### config.mk
export PLATFORM = sky130hd
export DESIGN_NAME = vcop_seq_ctrl
export DESIGN_NICKNAME = d
export VERILOG_FILES = /design/src/rtl/vcop_pkg.sv /design/src/rtl/vcop_beat_cnt.sv /design/src/rtl/vcop_seq_ctrl.sv
export SDC_FILE = /design/constraint.sdc
export NUM_CORES = 1
export LEC_CHECK = 0
export ABC_CLOCK_PERIOD_IN_PS = 1700
export BUFFER_PORTS_ARGS = -buffer_cell sky130_fd_sc_hd__buf_2
export CORE_MARGIN = 4
export CORE_UTILIZATION = 28
export CTS_BUF_LIST = sky130_fd_sc_hd__clkbuf_8
export DETAILED_ROUTE_END_ITERATION = 8
export MAX_ROUTING_LAYER = met4
export PLACE_DENSITY = 0.5
export SLEW_MARGIN = 40
export SYNTH_ARGS = -nofsm -noshare
export SYNTH_HDL_FRONTEND = slang
export SYNTH_HIERARCHICAL = 1
export SYNTH_SLANG_ARGS = --single-unit
### constraint.sdc
create_clock -name vsi_clk -period 1.7 [get_ports vsi_clk]
set_input_delay 0.255 -clock vsi_clk [delete_from_list [all_inputs] [get_ports vsi_clk]]
set_output_delay 0.255 -clock vsi_clk [all_outputs]
set_load 0.01 [all_outputs]
### src/rtl/vcop_pkg.sv
// rtl/vcop_pkg.sv - shared types, op bit positions and width helper for the vector coprocessor sequencer
package vcop_pkg;

    typedef enum logic [1:0] {
        IDLE = 2'd0,
        EXEC = 2'd1,
        TAIL = 2'd2,
        WB   = 2'd3
    } state_t;

    localparam int OP_VXOR     = 0;
    localparam int OP_VMACC    = 1;
    localparam int OP_VREDSUM  = 2;
    localparam int OP_VSLIDEUP = 3;
    localparam int OP_VRGATHER = 4;
    localparam int NOPS        = 5;

    // clog2 that never returns zero, so one-value counters still get a real bit
    function automatic int clog2_safe(input int n);
        return (n <= 2) ? 1 : $clog2(n);
    endfunction

endpackage

### src/rtl/vcop_beat_cnt.sv
// rtl/vcop_beat_cnt.sv - loadable up/down counter with terminal-count flag
module vcop_beat_cnt #(
    parameter int W    = 2,
    parameter bit UP   = 1'b1,
    parameter int TERM = 0
) (
    input  logic         clk,
    input  logic         rst_n,
    input  logic         load,
    input  logic [W-1:0] load_val,
    input  logic         en,
    output logic [W-1:0] cnt,
    output logic         tc
);

    always_ff @(posedge clk or negedge rst_n) begin
        if (!rst_n) begin
            cnt <= '0;
        end else if (load) begin
            cnt <= load_val;
        end else if (en) begin
            cnt <= UP ? cnt + 1'b1 : cnt - 1'b1;
        end
    end

    assign tc = (cnt == W'(TERM));

endmodule

### src/rtl/vcop_seq_ctrl.sv
// rtl/vcop_seq_ctrl.sv - vector op sequencer: EXEC beats, drain tail, write-back handshake
// Optional performance counters enabled by defining VCOP_PERF_CNT_EN.
module vcop_seq_ctrl
    import vcop_pkg::*;
#(
    parameter int  VLEN     = 128,
    parameter int  DP_W     = 32,
    parameter int  MACC_LAT = 2,
    parameter int  RED_LAT  = 2,
    localparam int NBEATS   = VLEN / DP_W,
    localparam int BEAT_W   = clog2_safe(NBEATS),
    localparam int TAIL_W   = clog2_safe(((MACC_LAT > RED_LAT) ? MACC_LAT : RED_LAT) + 1)
) (
    input  logic              vsi_clk,
    input  logic              vsi_rst_n,
    input  logic              vsi_op_valid,
    output logic              vsi_op_ready,
    output logic              vsi_cop_idle,
    input  logic              is_vxor,
    input  logic              is_vmacc,
    input  logic              is_vredsum,
    input  logic              is_vslideup,
    input  logic              is_vrgather,
    output logic [NOPS-1:0]   op_onehot,
    output logic              exec_en,
    output logic [BEAT_W-1:0] beat_idx,
    output logic              beat_first,
    output logic              beat_last,
    output logic              tail_en,
    output logic              wb_en,
    input  logic              wb_ack,
`ifdef VCOP_PERF_CNT_EN
    input  logic              perf_clr,
    output logic [31:0]       perf_busy_cyc,
    output logic [31:0]       perf_retired,
`endif
    output logic              illegal_op
);

    state_t            state;
    logic [NOPS-1:0]   op_flags;
    logic              accept;
    logic              legal;
    logic              beat_tc;
    logic              tail_tc;
    logic [TAIL_W-1:0] tail_cnt;
    logic [TAIL_W-1:0] tail_lat;
    logic              macc_tail;
    logic              red_tail;

    assign op_flags = {is_vrgather, is_vslideup, is_vredsum, is_vmacc, is_vxor};
    assign accept   = vsi_op_valid && (state == IDLE);
    assign legal    = $onehot(op_flags);

    assign macc_tail = op_onehot[OP_VMACC] && (MACC_LAT > 0);
    assign red_tail  = op_onehot[OP_VREDSUM] && (RED_LAT > 0);
    assign tail_lat  = op_onehot[OP_VMACC] ? TAIL_W'(MACC_LAT) : TAIL_W'(RED_LAT);

    // Beat counter parks on the last beat so beat_idx holds in IDLE afterwards
    vcop_beat_cnt #(.W(BEAT_W), .UP(1'b1), .TERM(NBEATS - 1)) u_beat_cnt (
        .clk      (vsi_clk),
        .rst_n    (vsi_rst_n),
        .load     (accept && legal),
        .load_val ('0),
        .en       ((state == EXEC) && !beat_tc),
        .cnt      (beat_idx),
        .tc       (beat_tc)
    );

    vcop_beat_cnt #(.W(TAIL_W), .UP(1'b0), .TERM(1)) u_tail_cnt (
        .clk      (vsi_clk),
        .rst_n    (vsi_rst_n),
        .load     ((state == EXEC) && beat_tc),
        .load_val (tail_lat),
        .en       ((state == TAIL) && (tail_cnt != '0)),
        .cnt      (tail_cnt),
        .tc       (tail_tc)
    );

    always_ff @(posedge vsi_clk or negedge vsi_rst_n) begin
        if (!vsi_rst_n) begin
            state      <= IDLE;
            op_onehot  <= '0;
            illegal_op <= 1'b0;
        end else begin
            illegal_op <= 1'b0;
            case (state)
                IDLE: begin
                    if (accept) begin
                        if (legal) begin
                            op_onehot <= op_flags;
                            state     <= EXEC;
                        end else begin
                            illegal_op <= 1'b1;
                        end
                    end
                end
                EXEC: begin
                    if (beat_tc) begin
                        state <= (macc_tail || red_tail) ? TAIL : WB;
                    end
                end
                TAIL: begin
                    if (tail_tc) begin
                        state <= WB;
                    end
                end
                WB: begin
                    if (wb_ack) begin
                        state <= IDLE;
                    end
                end
                default: state <= IDLE;
            endcase
        end
    end

    assign vsi_op_ready = (state == IDLE);
    assign vsi_cop_idle = (state == IDLE);
    assign exec_en      = (state == EXEC);
    assign tail_en      = (state == TAIL);
    assign wb_en        = (state == WB);
    assign beat_first   = exec_en && (beat_idx == '0);
    assign beat_last    = exec_en && beat_tc;

`ifdef VCOP_PERF_CNT_EN
    always_ff @(posedge vsi_clk or negedge vsi_rst_n) begin
        if (!vsi_rst_n) begin
            perf_busy_cyc <= '0;
            perf_retired  <= '0;
        end else if (perf_clr) begin
            perf_busy_cyc <= '0;
            perf_retired  <= '0;
        end else begin
            if (state != IDLE) begin
                perf_busy_cyc <= perf_busy_cyc + 32'd1;
            end
            if ((state == WB) && wb_ack) begin
                perf_retired <= perf_retired + 32'd1;
            end
        end
    end
`endif

endmodule

==> summary.md, run 1 <==
| Metric | Value |
|---|---|
| Setup Viol. Count Final | `9` |
| Worst path bufs/invs | `3` |
| Maxcap violations | `0` |
| Setup CP Type | `in2reg` |
| Clk pin slew, worst setup/hold paths | `50 ps` |
| Remaining routing DRC violations | `0` |
| RSZ-0062 raised after global routing | `true` |
| CP top delay family | `adder cells` |
| TritonCTS Buffers | `3` |
| Largest net degree at the start of global routing | `13` |
| Status | `finished, violations left` |
| Hpwl dp | `1240 µm` |
| GR Overflow Total | `0` |
| Max Clock Skew | `1.37 ps` |
| Die span in y | `60.1 µm` |
| Worst hold path class | `in2reg` |
| Cell area after synthesis | `between 700 and 800 µm²` |
| Final WS setup | `-552 ps` |
| Latest clock arrival within the worst-skew pair | `around 240 ps` |
| Total number of H-tree levels | `1` |
| Vias in the first global route | `616` |
| Critical path capture point | `state[1]$_DFFE_PN0P_` |
| Area leader, netlist | `dfrtp_1` |
| Routed Antenna Nets | `0` |
| Synth cell types | `25` |
| Number of antenna violations at the first check in global routing | `0` |
| Initial DRC Count | `5` |
| Slowest stage cell, crit path | `fa_1` |
| Yosys Warn Count | `6` |
| Fmax | `0.444 GHz` |
| Vias per inst | `approximately 4.3` |
| Pins over their slew limit | `0` |
| Final nets | `130` |
| CTS tree | `built` |
| Post-synthesis sequential area ratio | `0.395` |
| Avg Cell Area, Syn | `about 11 µm²` |
| Proportion of layout cells with a drive suffix above 1 | `0.559` |
| Critical Path Source Type | `primary input` |
| Gpl congestion | `0.759` |
| Main synth FF type | `dfrtp_1` |
| Post-synth EDFFs | `0` |
| Worst EP required | `1820 ps` |
| Antenna Cells | `0` |
| Worst reg2reg path startpoint | `state[0]$_DFFE_PN0P_` |
| Via count | `around 600` |
| Row count | `18` |
| WHS | `265 ps` |
| Stages on worst setup path | `10` |
| Number of synthesized register bits | `12` |
| Synthesis-to-finish area growth | `53.1%` |
| First-pass DRT Iterations | `2` |
| CP arrival | `2380 ps` |
| Failing checks | `negative setup slack` |
| Drt total wl | `between 1500 and 2000 µm` |
| Placeable Area | `2540 µm²` |
| Dpl ws | `-879 ps` |
| Worst path max stage delay | `540 ps` |
| Ys async rst share | `1.00` |
| Hold depth | `2` |
| DR WL/cell | `11.0 µm` |
| First-pass GRT wire length | `between 2000 and 3000 µm` |
| Clk sinks | `12` |
| Crit end category | `register` |
| Deepest clock path buffer count | `2` |
| Maximum VDD drop | `~0.0008 V` |
| Period utilization | `1.32` |
| Reg2Reg Setup Slack | `around 40 ps` |
| Setup crit start | `is_vxor` |
| Yosys top cell area share | `0.395` |
| Worst-path maximum fanout | `2` |
| Lkg Pwr | `0.587 nW` |
| Port Buffers | `23` |
| Register-to-Register Path Depth | `5` |
| Syn Inst Count | `68` |
| Final hold viol count | `0` |
| Root buffer cell | `clkbuf_8` |
| Ports | `24` |
| Die Span X | `60.1 µm` |
| Initial core utilization | `0.299` |
| Synth area leaders | `dfrtp_1, ha_1, mux2_2, fa_1, inv_1` |
| Total track usage | `0.0988` |
| Die area | `3620 µm²` |
| Post-route minimum period | `2250 ps` |
| Power per cell area | `1780 nW/µm²` |
| R2R Path End | `state[1]$_DFFE_PN0P_` |
| CP Cell Sequence | `buf_8, inv_8, fa_1, inv_2, fa_2, ha_4, nor2_4, nand3_2, a2111oi_4, mux2_4` |
[layer usage]
| layer | track usage | up-vias | wire length (µm) |
|---|---|---|---|
| li1 | - | 306 | - |
| met1 | 0.117 | 292 | 698 |
| met2 | 0.159 | 14 | 772 |
| met3 | 0.0194 | 0 | 74 |
| met4 | 0.0475 | 0 | 0 |
| met5 | - | - | 0 |
[report_power, final]
part	internal (mW)	leakage, nW	switching (mW)
registers	0.429	0.147	0.108
logic	0.705	0.412	0.521
clock network	0.205	0.0288	0.106
[cell usage after synthesis (2+ instances only)]
master and count:
a21oi_1 2, conb_1 2, dfrtp_1 12, fa_1 2
ha_1 7, inv_1 8, mux2_2 5, mux2i_1 2
nand2_1 6, nor2b_1 2, nor3b_1 2, o21ai_1 4
xnor2_1 2
[final cells by class]
class,instances,area (µm²)
clock buffer,4,55.1
fill,249,1380
inverter,8,37.5
multi-input combinational,49,487
sequential,12,300
tap,30,37.5
timing repair buffer,38,248
[state kept, by name, indices dropped and copies added (netlist names)]
register / count
illegal_op: 1
op_onehot: 5
state: 2
u_beat_cnt/cnt: 2
u_tail_cnt/cnt: 2
[cell families after synthesis]
group	after synthesis	share of synthesized area
buffers and inverters	9	0.0493
multiplexers	8	0.120
adder cells (fa/ha/maj)	9	0.168
AND/OR/NAND/NOR	17	0.137
XOR/XNOR	2	0.0230
flip-flops	12	0.395
AO/OA/AOI/OAI	9	0.0987
other	2	0.00987
[how the worst min path moves through the flow]
stage                startpoint                       end
floorplan             vsi_rst_n      illegal_op$_DFF_PN0_
global placement      vsi_rst_n  op_onehot[0]$_DFFE_PN0P_
detailed placement    vsi_rst_n  op_onehot[0]$_DFFE_PN0P_
CTS                     is_vxor  op_onehot[0]$_DFFE_PN0P_
global route        is_vslideup  op_onehot[3]$_DFFE_PN0P_
finish                  is_vxor  op_onehot[0]$_DFFE_PN0P_
[timing repair]
item,CTS,global route
resized for setup,7,5
hold buffers,1,0
setup buffers,1,2
endpoints found under the hold margin,12,0
setup endpoints to repair,10,11
pin swaps,4,2
[through the flow]
stage | power (mW) | area, µm² | TNS [ps] | util | std cells
after floorplan | 1.30 | 817 | -4550 | - | 70
after global placement | 1.70 | 1050 | -7450 | 0.413 | 134
after detailed placement | 1.71 | 1050 | -7570 | 0.413 | 134
after CTS | 2.09 | 1150 | -4440 | 0.452 | 140
after global routing | 2.23 | 1160 | -5050 | 0.458 | 141
final | 2.07 | 1160 | -4230 | 0.458 | 141
[worst register-to-register path, stage by stage (launching register included)]
cell	delay, ps
dfrtp_1	390
inv_1	80
ha_1	210
and2b_4	180
a2111oi_4	360
mux2_4	330
[placed cells by master (no fill, tap or decap), drive strengths merged]
master,instances
nor4,1
nand2,6
inv,8
dfrtp,12
a2111oi,1
mux2i,2
nor2b,2
mux2,6
dlygate4sd3,1
clkbuf,4
nand3,1
ha,7
o21a,1
conb,4
nor2,3
a21oi,2
nor3b,2
buf,37
o21ai,4
and2,1
fa,2
o22a,1
and2b,1
xnor2,2
(Power assumes the default switching activity.)
==> run 2: changes to the inputs <==
--- a/config.mk
+++ b/config.mk
@@ -6,15 +6,17 @@
 export NUM_CORES = 1
 export LEC_CHECK = 0
 export ABC_CLOCK_PERIOD_IN_PS = 1700
-export BUFFER_PORTS_ARGS = -buffer_cell sky130_fd_sc_hd__buf_2
 export CORE_MARGIN = 4
 export CORE_UTILIZATION = 28
 export CTS_BUF_LIST = sky130_fd_sc_hd__clkbuf_8
 export DETAILED_ROUTE_END_ITERATION = 8
+export DONT_BUFFER_PORTS = 1
 export MAX_ROUTING_LAYER = met4
-export PLACE_DENSITY = 0.5
+export PLACE_DENSITY = 0.42
+export REMOVE_ABC_BUFFERS = 1
 export SLEW_MARGIN = 40
 export SYNTH_ARGS = -nofsm -noshare
 export SYNTH_HDL_FRONTEND = slang
 export SYNTH_HIERARCHICAL = 1
 export SYNTH_SLANG_ARGS = --single-unit
+export TNS_END_PERCENT = 10
==> summary.md, run 2 (same netlist as run 1, synthesis figures left out) <==
| Metric | Value |
|---|---|
| Total number of H-tree levels | `1` |
| FF/Latch Area | `300 µm²` |
| Antenna Cells | `0` |
| Final Core Density | `0.391` |
| Setup TNS | `-2740 ps` |
| Hold Crit Start | `is_vrgather` |
| Die area | `between 3000 and 4000 µm²` |
| Power after layout | `1.91 mW` |
| Status | `finished, violations left` |
| Period utilization | `1.28` |
| Commonest non-fill, non-tap cell in the layout | `dfrtp_1` |
| Area of the multi-input gates | `473 µm²` |
| Worst EP required | `1830 ps` |
| Root buffer cell | `clkbuf_8` |
| Drt total wl | `1460 µm` |
| Layout Cells excl Fill | `114` |
| Power per cell area | `around 1900 nW/µm²` |
| DR WL/cell | `12.8 µm` |
| Synthesis-to-finish area growth | `30.9%` |
| WHS | `about 150 ps` |
| Sw Pwr | `0.699 mW` |
| Die span in y | `60.1 µm` |
| Placed Area | `866 µm²` |
| Combinational share of power | `0.529` |
| Sequential Power Share | `0.303` |
| Worst-path maximum fanout | `3` |
| Max reg flops | `5` |
| Maximum VDD drop | `just under 0.0009 V` |
| Maxcap violations | `0` |
| Total track usage | `0.0953` |
| Gpl congestion | `roughly 0.72` |
| Top reg by flops | `op_onehot` |
| Crit end category | `register` |
| Clock power share | `0.168` |
| Initial core utilization | `0.299` |
| Deepest clock path buffer count | `2` |
| Final WS setup | `-474 ps` |
| Placeable Area | `2540 µm²` |
| Setup Viol. Count Final | `9` |
| Port Buffers | `0` |
| Hpwl dp | `approximately 1100 µm` |
| Proportion of layout cells with a drive suffix above 1 | `0.393` |
| Largest net degree at the start of global routing | `13` |
| Filler instances | `about 260` |
| Fmax | `around 0.46 GHz` |
| Clk sinks | `12` |
| Sw Ratio | `0.366` |
| Cell Int Power | `between 1 and 1.5 mW` |
| Commonest cells after routing, fill and taps aside | `dfrtp_1, buf_4, inv_1, nand2_1, ha_1` |
| Row count | `18` |
| Critical Path Source Type | `primary input` |
| Worst-margin pin slew | `574 ps` |
| Final hold viol count | `0` |
| Vias per inst | `4.46` |
| Hold depth | `1` |
| Dpl ws | `-942 ps` |
| Met2 Use GR | `0.154` |
| Clk pin slew, worst setup/hold paths | `60 ps` |
| Remaining routing DRC violations | `0` |
| Vias in the first global route | `roughly 560` |
| Hold Path Sink | `op_onehot[4]$_DFFE_PN0P_` |
| Reg2Reg Setup Slack | `~40 ps` |
| RSZ-0062 raised after global routing | `true` |
| Number of antenna violations at the first check in global routing | `0` |
| R2R Path End | `state[1]$_DFFE_PN0P_` |
| Setup CP Type | `in2reg` |
| TritonCTS Buffers | `3` |
| Worst reg2reg path startpoint | `state[0]$_DFFE_PN0P_` |
| Met3 GRT Util | `0.0475` |
| First-pass DRT Iterations | `4` |
| Routed Antenna Nets | `0` |
| Pins over their slew limit | `0` |
| Lkg Pwr | `0.456 nW` |
| Worst hold path class | `in2reg` |
| CP arrival | `2300 ps` |
| Die Span X | `~60 µm` |
| Register-to-Register Path Depth | `5` |
| Grt peak-use layer | `met2` |
| Post-route cell area | `roughly 1000 µm²` |
| Slew HR | `0.616` |
| Failing checks | `negative setup slack` |
| Post-route minimum period | `between 2000 and 2500 ps` |
| Max Clock Skew | `2.40 ps` |
| Via count | `509` |
| Latest clock arrival within the worst-skew pair | `approximately 240 ps` |
| GR Overflow Total | `0` |
| CTS tree | `built` |
| Met1 usage | `0.102` |
| Ports | `24` |
| Placed insts | `108` |
| Final nets | `between 100 and 150` |
| First-pass GRT wire length | `2480 µm` |
| Initial DRC Count | `4` |
[run 2: cell type report]
type                    instances  area share
multi-input cells              49       0.475
flip-flops and latches         12       0.302
repair buffers                 11      0.0930
clock buffers                   4      0.0553
inverters                       8      0.0377
well taps                      30      0.0377
[run 2: metal layers]
| layer | share of wire | up-vias | routed length (µm) |
|---|---|---|---|
| li1 | - | 253 | - |
| met1 | 0.43 | 239 | 626 |
| met2 | 0.48 | 15 | 698 |
| met3 | 0.082 | 2 | 120 |
| met4 | 0.0096 | 0 | 14 |
| met5 | 0 | - | 0 |
[run 2: how the worst max path moves through the flow]
stage,startpoint,endpoint,slack (ps),depth (start not counted)
finish,is_vxor,state[1]$_DFFE_PN0P_,-470,9
global route,is_vxor,state[1]$_DFFE_PN0P_,-560,9
CTS,is_vxor,state[1]$_DFFE_PN0P_,-460,9
detailed placement,is_vxor,state[1]$_DFFE_PN0P_,-940,9
global placement,is_vxor,state[1]$_DFFE_PN0P_,-920,9
floorplan,is_vxor,state[1]$_DFFE_PN0P_,-860,9
[run 2: worst max-delay path: stages]
cell and delay, ps:
inv_8 10, fa_1 530, inv_2 40, fa_2 350, ha_4 230, nor2_4 110, nand3_2 100, a2111oi_4 350
mux2_4 330
[run 2: power groups by stage]
| stage | clock, mW | combinational, mW | sequential, mW |
|---|---|---|---|
| after floorplan | 0 | 0.655 | 0.573 |
| after global routing | 0.340 | 1.12 | 0.597 |
| final | 0.320 | 1.01 | 0.579 |
| after global placement | 0 | 0.889 | 0.586 |
| after detailed placement | 0 | 0.899 | 0.584 |
| after CTS | 0.329 | 0.994 | 0.583 |
[run 2: timing repair]
action,in CTS,in global routing
setup buffers,1,0
hold endpoints to repair,12,0
cloned,0,0
hold buffers,1,0
pin swaps,6,0
setup endpoints to repair,10,9
resized for setup,13,3
==> run 3: changes to the inputs <==
--- a/config.mk
+++ b/config.mk
@@ -5,14 +5,14 @@
 export SDC_FILE = /design/constraint.sdc
 export NUM_CORES = 1
 export LEC_CHECK = 0
-export ABC_CLOCK_PERIOD_IN_PS = 1700
+export ABC_CLOCK_PERIOD_IN_PS = 2450
 export CORE_MARGIN = 4
-export CORE_UTILIZATION = 28
+export CORE_UTILIZATION = 45
 export CTS_BUF_LIST = sky130_fd_sc_hd__clkbuf_8
 export DETAILED_ROUTE_END_ITERATION = 8
 export DONT_BUFFER_PORTS = 1
 export MAX_ROUTING_LAYER = met4
-export PLACE_DENSITY = 0.42
+export PLACE_DENSITY = 0.59
 export REMOVE_ABC_BUFFERS = 1
 export SLEW_MARGIN = 40
 export SYNTH_ARGS = -nofsm -noshare
==> constraint.sdc (replaced) <==
create_clock -name vsi_clk -period 2.45 [get_ports vsi_clk]
set_input_delay 0.3675 -clock vsi_clk [delete_from_list [all_inputs] [get_ports vsi_clk]]
set_output_delay 0.3675 -clock vsi_clk [all_outputs]
set_load 0.01 [all_outputs]
==> summary.md, run 3 (same netlist as run 1, synthesis figures left out) <==
| Metric | Value |
|---|---|
| Worst hold path class | `in2reg` |
| Maximum VDD drop | `approximately 0.00074 V` |
| Number of antenna violations at the first check in global routing | `0` |
| Critical path capture point | `state[1]$_DFFE_PN0P_` |
| Max reg flops | `5` |
| Final hold viol count | `0` |
| Final nets | `95` |
| Worst EP required | `roughly 2600 ps` |
| Initial DRC Count | `5` |
| Power per cell area | `1320 nW/µm²` |
| Latest clock arrival within the worst-skew pair | `between 200 and 250 ps` |
| Die Span X | `49.1 µm` |
| Hpwl dp | `between 1000 and 1500 µm` |
| Slew HR | `0.626` |
| Setup crit start | `is_vslideup` |
| Proportion of layout cells with a drive suffix above 1 | `0.303` |
| Hold depth | `1` |
| Maxcap violations | `0` |
| Synthesis-to-finish area growth | `16.1%` |
| Largest net degree at the start of global routing | `13` |
| R2R Path End | `state[1]$_DFFE_PN0P_` |
| Worst-path maximum fanout | `3` |
| Post-CTS Setup Repair Bufs | `0` |
| Antenna Cells | `0` |
| Final Core Density | `0.567` |
| Commonest non-fill, non-tap cell in the layout | `dfrtp_1` |
| Placed Area | `about 800 µm²` |
| Port Buffers | `0` |
| Row count | `14` |
| GR Overflow Total | `0` |
| Vias per inst | `5.02` |
| Ports | `24` |
| Placeable Area | `1560 µm²` |
| Setup CP Type | `in2reg` |
| RSZ-0062 raised after global routing | `true` |
| Gpl congestion | `0.712` |
| Vias in the first global route | `495` |
| Power after layout | `1.16 mW` |
| Initial core utilization | `0.488` |
| Crit end category | `register` |
| First-pass GRT wire length | `2350 µm` |
| Via count | `roughly 460` |
| Post-route cell area | `~880 µm²` |
| CP arrival | `2510 ps` |
| Commonest cells after routing, fill and taps aside | `dfrtp_1, nand2_1, ha_1, inv_1, mux2_2` |
| Clk sinks | `12` |
| Drt total wl | `around 1300 µm` |
| Worst-margin pin slew | `between 500 and 600 ps` |
| Pins over their slew limit | `0` |
| CTS tree | `built` |
| Register-to-Register Path Depth | `5` |
| Reg2Reg Setup Slack | `660 ps` |
| DR WL/cell | `about 14 µm` |
| Die area | `between 2000 and 2500 µm²` |
| Period utilization | `0.974` |
| Die span in y | `49.1 µm` |
| Clk pin slew, worst setup/hold paths | `50 ps` |
| Fmax | `0.419 GHz` |
| Deepest clock path buffer count | `2` |
| Worst reg2reg path startpoint | `state[0]$_DFFE_PN0P_` |
| Post-route minimum period | `around 2400 ps` |
| Critical Path Source Type | `primary input` |
| Total track usage | `0.129` |
| Top reg by flops | `op_onehot` |
| Root buffer cell | `clkbuf_8` |
| First-pass DRT Iterations | `2` |
| Setup Viol. Count Final | `0` |
| Remaining routing DRC violations | `0` |
| Status | `complete, no violations` |
| Lkg Pwr | `0.399 nW` |
| Routed Antenna Nets | `0` |
| Max Clock Skew | `approximately 1.6 ps` |
| Total number of H-tree levels | `1` |
| TritonCTS Buffers | `3` |
==> run 3: worst min path at each step <==
| stage | end | slack [ps] | start |
|---|---|---|---|
| 2_1_floorplan | illegal_op$_DFF_PN0_ | 70 | vsi_rst_n |
| 3_3_place_gp | op_onehot[4]$_DFFE_PN0P_ | 70 | vsi_rst_n |
| 3_5_place_dp | op_onehot[4]$_DFFE_PN0P_ | 70 | vsi_rst_n |
| 4_1_cts | op_onehot[3]$_DFFE_PN0P_ | 280 | is_vslideup |
| 5_1_grt | op_onehot[2]$_DFFE_PN0P_ | 270 | is_vredsum |
| 6_report | op_onehot[1]$_DFFE_PN0P_ | 280 | is_vmacc |
==> run 3: metrics by stage <==
stage | TNS, ps | std cells | hold WS [ps] | setup slack (ps)
after floorplan | -913 | 69 | 71.9 | -226
after global placement | -924 | 87 | 72.2 | -280
after detailed placement | -1020 | 87 | 72.2 | -290
after CTS | 0 | 92 | 275 | 54.3
after global routing | -1.51 | 92 | 275 | -1.51
final | 0 | 92 | 279 | 64.7
==> run 3: report_power, final <==
group          total, mW  internal (mW)  switching [mW]
sequential         0.418          0.297           0.120
clock              0.214          0.142          0.0718
combinational      0.534          0.279           0.254
total               1.16          0.719           0.446
==> run 3: layout make-up <==
type | instances | area (µm²)
Clock buffer | 4 | 55.1
Sequential cell | 12 | 300
Inverter | 8 | 37.5
Fill cell | 132 | 676
Timing Repair Buffer | 3 | 25.0
Multi-Input combinational cell | 49 | 445
Tap cell | 16 | 20.0
==> run 3: timing repair <==
item                                    4_1_cts  5_1_grt
resized for setup                             1        7
pin swaps                                     1        6
endpoints found under the setup margin        1        1
cloned                                        0        0
hold endpoints to repair                     12        0
hold buffers                                  1        0
==> run 3: critical path: stages <==
cell	delay, ps
inv_8	10
fa_1	530
inv_2	40
fa_2	380
ha_4	260
nor2_4	100
nand3_2	90
a2111oi_4	400
mux2_4	330
==> run 3: metal layers <==
metal  wire (µm)  up-vias  global-route usage
li1            -      233                   -
met1         601      214               0.157
met2         605       13               0.192
met3         117        2              0.0520
met4           7        0              0.0427
met5           0        -                   -
